## config.mk

```make
export PLATFORM = sky130hd
export DESIGN_NAME = pipe_ctrl
export DESIGN_NICKNAME = d
export VERILOG_FILES = /design/src/rtl/pipe_ctrl_pkg.sv /design/src/rtl/pipe_perf_cnt.sv /design/src/rtl/pipe_ctrl.sv
export SDC_FILE = /design/constraint.sdc
export NUM_CORES = 1
export LEC_CHECK = 0
export CAP_MARGIN = 20
export CORE_ASPECT_RATIO = 2
export CORE_UTILIZATION = 28
export DETAILED_ROUTE_END_ITERATION = 16
export GPL_TIMING_DRIVEN = 1
export PLACE_DENSITY = 0.79
export SLEW_MARGIN = 10
export SYNTH_ARGS = -nofsm -noshare
export SYNTH_HDL_FRONTEND = slang
export SYNTH_SLANG_ARGS = --single-unit
```

## constraint.sdc

```tcl
create_clock -name clk -period 2.2 [get_ports clk]
set_clock_uncertainty 0.15 [all_clocks]
set_input_delay 0.33 -clock clk [delete_from_list [all_inputs] [get_ports clk]]
set_output_delay 0.33 -clock clk [all_outputs]
set_load 0.1 [all_outputs]
```

## src/rtl/pipe_ctrl_pkg.sv

```systemverilog
// Shared types and default sizing for the pipeline sequencer and its counters.
// No logic; combinational helpers only.
// No flow control of its own.
package pipe_ctrl_pkg;

    typedef enum logic [1:0] {
        ACT_ADV   = 2'd0,
        ACT_STALL = 2'd1,
        ACT_FLUSH = 2'd2,
        ACT_HOLD  = 2'd3
    } action_t;

    localparam int DEF_STAGES        = 5;
    localparam int DEF_STALL_STAGE   = 1;
    localparam int DEF_RESOLVE_STAGE = 2;
    localparam int DEF_CNT_W         = 32;

    typedef logic [DEF_CNT_W-1:0] cnt_t;

endpackage

```

## src/rtl/pipe_perf_cnt.sv

```systemverilog
// Cycle, retire, stall and flush event counters, wrapping modulo 2^CNT_W.
// Counts appear one cycle after the event; no flow control.
// Never stalls; counts every non-reset cycle.
import pipe_ctrl_pkg::*;

module pipe_perf_cnt #(
    parameter int CNT_W = DEF_CNT_W
) (
    input  logic             clk,
    input  logic             rst,
    input  action_t          act,
    input  logic             retire,
    output logic [CNT_W-1:0] cycle_count,
    output logic [CNT_W-1:0] inst_count,
    output logic [CNT_W-1:0] stall_count,
    output logic [CNT_W-1:0] flush_count
);

    always_ff @(posedge clk) begin
        if (rst) begin
            cycle_count <= '0;
            inst_count  <= '0;
            stall_count <= '0;
            flush_count <= '0;
        end else begin
            cycle_count <= cycle_count + 1'b1;
            if (retire)
                inst_count <= inst_count + 1'b1;
            if (act == ACT_STALL)
                stall_count <= stall_count + 1'b1;
            if (act == ACT_FLUSH)
                flush_count <= flush_count + 1'b1;
        end
    end

endmodule

```

## src/rtl/pipe_ctrl.sv

```systemverilog
// Pipeline sequencer: stage valids, PC/stage load enables, hold/flush/stall; counters under PIPE_CTRL_PERF_EN.
// Enables and retire are combinational from inputs and registered valids; valids update each edge.
// ext_hold_i freezes everything; a stall freezes stages up to STALL_STAGE and inserts a bubble behind it.
import pipe_ctrl_pkg::*;

module pipe_ctrl #(
    parameter int STAGES        = DEF_STAGES,
    parameter int STALL_STAGE   = DEF_STALL_STAGE,
    parameter int RESOLVE_STAGE = DEF_RESOLVE_STAGE,
    parameter int CNT_W         = DEF_CNT_W
) (
    input  logic              clk,
    input  logic              rst,
    input  logic              fetch_valid_i,
    input  logic              stall_req_i,
    input  logic              flush_req_i,
    input  logic              ext_hold_i,
    output logic              pc_en_o,
    output logic [STAGES-2:0] stage_en_o,
    output logic [STAGES-1:0] stage_valid_o,
    output logic              retire_o,
    output logic [CNT_W-1:0]  cycle_count_o,
    output logic [CNT_W-1:0]  inst_count_o,
    output logic [CNT_W-1:0]  stall_count_o,
    output logic [CNT_W-1:0]  flush_count_o
);

    if (!(0 < STALL_STAGE && STALL_STAGE < RESOLVE_STAGE && RESOLVE_STAGE < STAGES-1)) begin : g_bad_cfg
        $error("pipe_ctrl: need 0 < STALL_STAGE < RESOLVE_STAGE < STAGES-1");
    end

    // Stages 0..STALL_STAGE hold during a stall; the slot behind them becomes a bubble.
    localparam logic [STAGES-1:0] STALL_KEEP =
        {{(STAGES-STALL_STAGE-1){1'b0}}, {(STALL_STAGE+1){1'b1}}};
    localparam logic [STAGES-1:0] STALL_BUBBLE = STALL_KEEP ^ {STALL_KEEP[STAGES-2:0], 1'b1};
    // Younger instructions between IF and the branch are killed on a flush.
    localparam logic [STAGES-1:0] FLUSH_KILL =
        {{(STAGES-RESOLVE_STAGE-1){1'b0}}, {RESOLVE_STAGE{1'b1}}, 1'b0};

    logic [STAGES-1:0] valid_q;
    logic [STAGES-1:0] valid_nxt;
    logic [STAGES-1:0] valid_shift;
    action_t           act;
    logic              adv_like;

    always_comb begin
        act = ACT_ADV;
        if (ext_hold_i)
            act = ACT_HOLD;
        else if (flush_req_i && valid_q[RESOLVE_STAGE])
            act = ACT_FLUSH;
        else if (stall_req_i && valid_q[STALL_STAGE])
            act = ACT_STALL;
    end

    assign adv_like    = (act == ACT_ADV) || (act == ACT_FLUSH);
    assign valid_shift = {valid_q[STAGES-2:0], fetch_valid_i};

    always_comb begin
        valid_nxt = valid_q;
        case (act)
            ACT_ADV:   valid_nxt = valid_shift;
            ACT_FLUSH: begin
                valid_nxt = valid_shift & ~FLUSH_KILL;
                valid_nxt[RESOLVE_STAGE+1] = 1'b1;
            end
            ACT_STALL: valid_nxt = (valid_q & STALL_KEEP) | (valid_shift & ~STALL_KEEP & ~STALL_BUBBLE);
            default:   valid_nxt = valid_q;
        endcase
    end

    always_ff @(posedge clk) begin
        if (rst)
            valid_q <= '0;
        else
            valid_q <= valid_nxt;
    end

    assign stage_valid_o = valid_q;
    assign pc_en_o       = !rst && adv_like;
    assign retire_o      = valid_q[STAGES-1] && !ext_hold_i && !rst;

    for (genvar g = 0; g < STAGES-1; g++) begin : g_stage_en
        if (g < STALL_STAGE) begin : g_front
            assign stage_en_o[g] = !rst && adv_like;
        end else begin : g_back
            assign stage_en_o[g] = !rst && (act != ACT_HOLD);
        end
    end

`ifdef PIPE_CTRL_PERF_EN
    pipe_perf_cnt #(
        .CNT_W (CNT_W)
    ) u_perf (
        .clk         (clk),
        .rst         (rst),
        .act         (act),
        .retire      (retire_o),
        .cycle_count (cycle_count_o),
        .inst_count  (inst_count_o),
        .stall_count (stall_count_o),
        .flush_count (flush_count_o)
    );
`else
    assign cycle_count_o = '0;
    assign inst_count_o  = '0;
    assign stall_count_o = '0;
    assign flush_count_o = '0;
`endif

endmodule

```

== After elaboration in Yosys (flattened, before gate mapping) ==
Index checks and enable logic that the tools add are counted.

* Eq/ne operators: 3
* Mux-type cells: 4
* Bitwise gates (word level): 1
* Reductions and logical operators: 11

{| class="wikitable"
|+ Operators with widths
! operator !! count
|-
| 5-bit one-hot mux with 3 select lines || 1
|-
| 1-bit logical AND || 6
|-
| 2-bit by 5-bit OR with 5-bit output || 1
|-
| 2-bit two-way mux || 2
|-
| 3-bit nonzero test || 1
|-
| 2-bit by 1-bit == test with 1-bit output, second input constant || 1
|-
| 2-bit == test, second input constant || 1
|-
| 1-bit logical NOT || 2
|-
| 2-bit logical NOT || 1
|-
| 2-bit inequality test, second input constant || 1
|-
| 1-bit logical OR || 1
|-
| 1-bit two-way mux || 1
|}

* Bits in registers: 5
* Output and inout bits: 139
* Word-level logic and storage cells: 20

== Longest topological paths before layout ==
Gate-level depths: netlist of run 1.

* Depth in word-level cells: 7
* Depth in mapped cells: 6

== Worst setup path before layout of run 1 ==
Ideal clock, no wire load.

* Path type: reg2out
* From: reg valid_q[2], in the netlist stage_valid_o[2]
* To: out stage_en_o[0]
* Data arrival time: 4.165 ns
* Setup slack: -2.445 ns
* Stages on the path, launching flop included: 4
* Buffers on the path: 1
* Path through: dfxtp_1 -> nand2_2 -> a311oi_1 -> buf_4

* Word-level cells in the longest chain between the ends: 6
* Elaborated cells between the ends (all ways): 7
* Classes of those cells: 1 x eq/ne; 2 x mux; 4 x reduce/logical

{| class="wikitable"
|+ Ends and longest elaborated chain
! what !! RTL line !! source
|-
| start, declared || pipe_ctrl.sv:40 || <nowiki>logic [STAGES-1:0] valid_q;</nowiki>
|-
| start signal, assigned || pipe_ctrl.sv:76 || <nowiki>valid_q <= valid_nxt;</nowiki>
|-
| 1-bit logical AND (*) || pipe_ctrl.sv:50 || <nowiki>else if (flush_req_i && valid_q[RESOLVE_STAGE])</nowiki>
|-
| 2-bit two-way mux (*) || pipe_ctrl.sv:50 ||
|-
| 2-bit two-way mux (*) || pipe_ctrl.sv:48 || <nowiki>if (ext_hold_i)</nowiki>
|-
| 2-bit == test / 2-bit logical NOT (equally long branches) || pipe_ctrl.sv:56 || <nowiki>assign adv_like = (act == ACT_ADV) || (act == ACT_FLUSH);</nowiki>
|-
| 1-bit logical OR (*) || pipe_ctrl.sv:56 ||
|-
| 1-bit logical AND (*) || - ||
|-
| end, declared || pipe_ctrl.sv:19 || <nowiki>output logic [STAGES-2:0] stage_en_o,</nowiki>
|}

Every way passes the cells marked *; elsewhere a longest branch is shown, timed or not.

== Final worst setup path of run 1 ==
* From: in ext_hold_i
* To: out retire_o

* Word-level cells in the longest chain between the ends: 3

{| class="wikitable"
|+ Ends and longest elaborated chain
! what !! RTL line !! source
|-
| start, declared || pipe_ctrl.sv:17 || <nowiki>input logic ext_hold_i,</nowiki>
|-
| 1-bit logical NOT || pipe_ctrl.sv:81 || <nowiki>assign retire_o = valid_q[STAGES-1] && !ext_hold_i && !rst;</nowiki>
|-
| 1-bit logical AND (2 in a row) || pipe_ctrl.sv:81 ||
|-
| end, declared || pipe_ctrl.sv:21 || <nowiki>output logic retire_o,</nowiki>
|}

Every way passes these cells.

==> metrics, run 1 <==
Crit Path Category=in -> out; Worst Path Max Fanout=4; total track usage=4.67%; Die ar.=between 4000 and 5000 sq um; YS warnings=0; Hold Vio Cnt, Final=0; # rows=34; CORE AREA=4420 sq um; number of flip-flops in the largest register=5; area of the multi-input gates=701 sq um; share of the yosys chip area belonging to registers=7.66%; post-synthesis compound-gate area fraction=5.56%; reg2reg start=stage_valid_o[2]; first-pass GRT wire length=1.68 mm; crit end category=output port; Seq cells post-synth=5; leakage=around 0.0007 uW; Synth Cell Area=1310 sq um; Worst EP arrival=1.59 ns; Antenna Nets Post-Route=0; via count=683; Layout area overhead=-10.9%; final WL=about 1.5 mm; R2R Setup Slk=0.43 ns; worst setup path startpoint=ext_hold_i; routability cong.=0.830; clock sink count=5; drt pass-1 iters=4; Synth Area per Inst=slightly below 8 sq um; Worst Setup Start Kind=input port; port buffer count=16; die boundary width=50.3 um; Vias/cell=~2.9; clock-pin slew on the worst setup and hold paths=0.04 ns; library cells used by synthesis=20; post-synthesis simple-gate area fraction=3.54%; reg-to-reg critical path endpoint=stage_valid_o[3]; Mapped Cells=167; fin crit share=94.0%; Layout Cells excl Fill=about 240; Max Clock Freq=around 480 MHz; main combinational cell family by area after synthesis=buffers and inverters; H-tree depth=1; Met3 Routed Length=309 um; FF/Latch Area=~110 sq um; post-synthesis mux area share=under 10%; vias in the first global route=~370; status=complete, no violations; CTS buffer count=3; DR DRC count=0; Max Root-Sink Buffers=2; Worst setup endpoint=retire_o; CTS tree=done; worst min path class=reg -> reg; Max Used Layer=met4; MaxCap Viol Count=0; Die Height=roughly 100 um; WP data required=1.72 ns; Power, Total=roughly 1400 uW; routed length per placed instance=6.15 um; reg2reg path depth=6; Synth Area in XOR/XNOR=0%; starting density of the core=29.5%; share of cells above drive strength 1=13.6%; met1 WL=275 um; filler instances=approximately 470; setup violators final=0; hold_buf cts=0; WHS=0.333 ns; antenna fix cells=0; peak supply drop=0.000447 V; largest net degree at the start of global routing=6; Iter 0 DRT Violations=17; PwrDens=between 1000 and 1500 nW/um^2; Nets=195; worst skew pair latency=0.22 ns; grt total ovfl=0; DP HPWL=1.34 mm; Root Driver=clkbuf_8; # placed instances=roughly 230; RSZ-0062 raised after global routing=false; Resize count post-CTS=0; Final min period=2.07 ns; num ports=145; post-CTS setup buffers=0; Adder-Cell Fraction of Synth Area=around 3.8%; met2 routed wirelength=850 um; Final Max Slew Viols=0; initial antenna violation count=0
==> cells in the mapped netlist <==
| master | count | area share (%) |
|---|---|---|
| nor3b_1 | 1 | 0.57 |
| buf_4 | 132 | 76 |
| nand2_1 | 2 | 0.57 |
| and2_1 | 1 | 0.48 |
| nand2_2 | 1 | 0.48 |
| a21oi_1 | 2 | 0.77 |
| mux2i_1 | 2 | 1.5 |
| nor2_1 | 3 | 0.86 |
| dfxtp_1 | 5 | 7.7 |
| a31o_4 | 1 | 1.3 |
| o211ai_1 | 1 | 0.57 |
| inv_2 | 1 | 0.29 |
| a221oi_1 | 1 | 0.67 |
| inv_1 | 5 | 1.4 |
| a311oi_1 | 1 | 0.67 |
| a221oi_2 | 1 | 1.1 |
| o21ai_0 | 1 | 0.38 |
| or2b_1 | 1 | 0.57 |
| conb_1 | 1 | 0.29 |
| ha_1 | 4 | 3.8 |
==> routing by layer <==
| layer | vias up | track usage (%) |
|---|---|---|
| li1 | 289 | - |
| met1 | 280 | 2.98 |
| met2 | 110 | 9.44 |
| met3 | 4 | 1.54 |
| met4 | 0 | 3.85 |
| met5 | - | 0 |
==> critical path, stage by stage <==
cell             delay, ns
clkdlybuf4s50_1       0.45
buf_4                 0.18
nor2_4                0.24
and2_2                0.21
buf_12                0.17
==> kinds of logic (layout without fill, tap and decap cells) <==
group                    Yosys count  in the layout
flip-flops                         5              5
adder cells (fa/ha/maj)            4              4
other                              1            128
multiplexers                       2              2
AND/OR/NAND/NOR                    9              9
AO/OA/AOI/OAI                      8              8
buffers and inverters            138             28
==> worst min path at each step <==
stage | slack, ns | from | end | cells past startpoint
3_3_place_gp | 0.32 | stage_valid_o[0] | stage_valid_o[0] | 2
3_5_place_dp | 0.32 | stage_valid_o[0] | stage_valid_o[0] | 2
5_1_grt | 0.35 | stage_valid_o[0] | stage_valid_o[0] | 2
6_report | 0.33 | stage_valid_o[0] | stage_valid_o[0] | 2
4_1_cts | 0.33 | stage_valid_o[0] | stage_valid_o[0] | 2
2_1_floorplan | 0.24 | rst | stage_valid_o[1] | 1
==> power by group <==
group          internal [uW]  leakage, uW  switching, uW
Clock                    124    0.0000228           42.1
Sequential              96.0    0.0000420           5.67
Combinational           51.9     0.000632           1060
Total                    272     0.000697           1110
==> layout by cell type, fill, tap and decap left out <==
cell / n
a21oi_1: 2
a221oi_1: 1
a221oi_2: 1
a311oi_4: 1
a31o_4: 1
and2_2: 1
buf_12: 6
buf_4: 7
clkbuf_1: 1
clkbuf_8: 3
clkdlybuf4s50_1: 5
conb_1: 128
dfxtp_1: 3
dfxtp_2: 1
dfxtp_4: 1
ha_1: 4
inv_1: 5
inv_2: 1
mux2i_1: 2
nand2_1: 2
nand2_4: 1
nor2_1: 2
nor2_4: 1
nor3b_1: 1
o211ai_1: 1
o21ai_0: 1
or2b_1: 1
==> area by class of cell <==
| type | count | area share (%) |
|---|---|---|
| tap | 54 | 5.81 |
| multi-input combinational | 151 | 60.2 |
| sequential | 5 | 9.03 |
| inverter | 6 | 1.94 |
| timing repair buffer | 18 | 19.1 |
| clock buffer | 4 | 3.87 |
==> through the flow <==
step / instance area, sq um / utilization (%) / setup slack [ns] / TNS, ns
floorplan: 1830 / - / -0.216 / -0.216
global placement: 1120 / 25.3 / 0.0758 / 0
detailed placement: 1120 / 25.3 / -0.0556 / -0.0561
CTS: 1160 / 26.3 / 0.117 / 0
global route: 1160 / 26.3 / 0.0872 / 0
finish: 1160 / 26.3 / 0.133 / 0
Power figures use the tool's default switching activity.
==> run 2: changes to the inputs <==
--- a/config.mk
+++ b/config.mk
@@ -14,4 +14,5 @@
 export SLEW_MARGIN = 10
 export SYNTH_ARGS = -nofsm -noshare
 export SYNTH_HDL_FRONTEND = slang
+export SYNTH_HIERARCHICAL = 1
 export SYNTH_SLANG_ARGS = --single-unit
==> results of run 2 <==
No change in the layout: final DEF, timing and power equal those of run 1.
Among the figures that moved: Yosys warning count 0 -> 6
==> run 3: changes to the inputs <==
--- a/config.mk
+++ b/config.mk
@@ -7,10 +7,10 @@
 export LEC_CHECK = 0
 export CAP_MARGIN = 20
 export CORE_ASPECT_RATIO = 2
-export CORE_UTILIZATION = 28
+export CORE_UTILIZATION = 26
 export DETAILED_ROUTE_END_ITERATION = 16
 export GPL_TIMING_DRIVEN = 1
-export PLACE_DENSITY = 0.79
+export PLACE_DENSITY = 0.77
 export SLEW_MARGIN = 10
 export SYNTH_ARGS = -nofsm -noshare
 export SYNTH_HDL_FRONTEND = slang
==> constraint.sdc (replaced) <==
create_clock -name clk -period 1.9 [get_ports clk]
set_clock_uncertainty 0.15 [all_clocks]
set_input_delay 0.285 -clock clk [delete_from_list [all_inputs] [get_ports clk]]
set_output_delay 0.285 -clock clk [all_outputs]
set_load 0.1 [all_outputs]
==> metrics, run 3 <==
die boundary width=52.1 um (+3.6%); largest net degree at the start of global routing=7 (+1); Die ar.=5330 sq um (+7.5%); fin crit share=97.6%; post-synthesis compound-gate area fraction=5.56% (unchanged); Post-synth ARST share=0% (unchanged); Synth area leader=buf_4; Util after Layout=26.3% (about the same); crit-path cells=nand2_4 > buf_4 > a311oi_4 > buf_12; Antenna Nets Post-Route=0 (unchanged); routability cong.=0.759 (-8.5%); Mapped Cells=167 (unchanged); Root Driver=clkbuf_8; Flop pwr share=7.4% (about the same); Seq cells post-synth=5 (unchanged); Comb pwr share=80.3% (-0.2 points); Switch Pwr=1290 uW (+17%); Vias/cell=2.93 (+2.2%); peak supply drop=0.000426 V (-4.7%); total track usage=5.66% (+0.99 points); post-CTS setup buffers=0 (unchanged); Switching Fraction=79.3% (-0.94 points); WP data required=1.46 ns (-0.26 ns); Iter 0 DRT Violations=5 (-12); most frequent cells in the layout=conb_1 (128), buf_12 (11), buf_4 (9), inv_1 (5), ha_1 (4); gr busiest metal=met2; Layout area overhead=-2.01%; M3 GR Usage=1.49% (-0.055 points); Adder-Cell Fraction of Synth Area=3.83% (unchanged); # rows=36 (+5.9%); library cells used by synthesis=20 (unchanged); CORE AREA=4860 sq um (+10%); port buffer count=16 (unchanged); Max Clock Freq=540 MHz; PwrDens=1270 nW/um^2 (+7.5%); status=complete, no violations; H-tree depth=1 (unchanged); initial antenna violation count=0 (unchanged); first-pass GRT wire length=1.97 mm (+18%); grt total ovfl=0 (unchanged); Synth Area per Inst=7.82 sq um (unchanged); Layout Cells excl Fill=248 (+4.2%); number of synthesized flops with an enable pin=0 (unchanged); Final Max Slew Viols=0 (unchanged); CTS buffer count=3 (unchanged); Final min period=between 1.5 and 2 ns; routed length per placed instance=6.29 um (+2.3%); met1 global-route usage=2.30% (-0.68 points); post-synthesis simple-gate area fraction=3.54% (unchanged); Worst Setup Start Kind=flop; critical path's slowest cell=dfxtp_4; YS warnings=6; clock-pin slew on the worst setup and hold paths=0.03 ns (about the same); final WL=1.56 mm (+6.6%); antenna fix cells=0 (unchanged); setup violators final=0 (unchanged); Max Root-Sink Buffers=2 (unchanged); top post-synthesis cells by area=buf_4 (76%), dfxtp_1 (7.7%), ha_1 (3.8%); RSZ-0062 raised after global routing=false; CP peak stage delay=0.38 ns (-0.07 ns); Synth Cell Area=1310 sq um (unchanged); Post-synth top cells=buf_4 (132), dfxtp_1 (5), inv_1 (5); share of the yosys chip area belonging to registers=7.66% (unchanged); Worst Path Max Fanout=4 (unchanged); num ports=145 (unchanged); post-synthesis mux area share=1.53% (unchanged); drt pass-1 iters=4 (unchanged); crit end category=output port; via count=727 (+6.4%); most common cell after layout, fill and taps aside=conb_1; most frequent cell after synthesis=buf_4; Synth top area share=75.9% (unchanged); vias in the first global route=446 (+22%); starting density of the core=26.9% (-2.7 points); Hold Vio Cnt, Final=0 (unchanged); DR DRC count=0 (unchanged); clock sink count=5 (unchanged); leakage=0.000750 uW (+7.6%); worst min path class=reg -> reg; Synth Area in XOR/XNOR=0% (unchanged); CTS tree=done; # placed instances=244 (+4.3%); Die Height=102 um (+3.7%); share of cells above drive strength 1=17.3% (+3.7 points); Worst EP arrival=1.42 ns (-0.17 ns); main combinational cell family by area after synthesis=buffers and inverters; MaxCap Viol Count=0 (unchanged); number of flip-flops in the largest register=5 (unchanged); DP HPWL=1.43 mm (+7.4%); Internal=337 uW (+24%); worst skew pair latency=0.23 ns (about the same); Clock power frac=12.3% (+0.2 points); Top FF cell, synth=dfxtp_1; Crit Path Category=reg -> out; global-route met2 utilization=12.4% (+3.0 points); Nets=202 (+3.6%)
run 3: critical path: cells and delay by family (launching register included):
family                 cells  cell delay, ns
buffers and inverters      2            0.37
flip-flops                 1            0.38
AO/OA/AOI/OAI              1            0.37
AND/OR/NAND/NOR            1            0.07
run 3: timing repair:
action | in CTS | in global routing
pin swaps | 1 | 1
resized for setup | 3 | 0
hold buffers | 0 | 0
setup endpoints to repair | 2 | 2
run 3: area by class of cell:
type,count,area [sq um]
multi-input cells,151,701
flip-flops and latches,5,106
repair buffers,25,334
well taps,57,71.3
fillers,508,3580
inverters,6,22.5
clock buffers,4,45.0
run 3: kinds of logic after synthesis:
kind of cell,after synthesis
and+or+nand+nor,9
DFF,5
AOI/OAI and AO/OA,8
muxes,2
buffers and inverters,138
other,1
adders and majority gates,4
run 3: layer usage:
metal | routed length (um) | part of all wire [%] | up-vias
li1 | - | - | 303
met1 | 251 | 16 | 299
met2 | 944 | 61 | 118
met3 | 298 | 19 | 7
met4 | 65 | 4.2 | 0
met5 | 0 | 0 | -
run 3: path summary, 6_finish.rpt:
kind	from	slack (ns)	depth (start not counted)	endpoint
max	stage_valid_o[2]	0.05	4	stage_en_o[0]
max reg2reg	stage_valid_o[2]	0.20	6	stage_valid_o[3]
min	stage_valid_o[3]	0.37	2	stage_valid_o[3]
min reg2reg	stage_valid_o[3]	0.37	2	stage_valid_o[3]
run 3: through the flow:
stage               hold WS [ns]  power [uW]  setup WS [ns]  cell area (sq um)  TNS, ns
global placement           0.354        1430         -0.176               1240   -0.649
detailed placement         0.370        1430         -0.225               1240   -0.867
CTS                        0.375        1630       0.000945               1280        0
global route               0.392        1670        0.00275               1280        0
finish                     0.371        1630         0.0464               1280        0
floorplan                  0.194        1550         -0.471               1830   -0.671
run 3: power by group through the flow:
stage	registers, uW	logic, uW	clock network, uW
floorplan	149	1400	0
global placement	122	1300	0
detailed placement	123	1310	0
CTS	121	1300	204
global route	122	1330	211
finish	121	1310	200
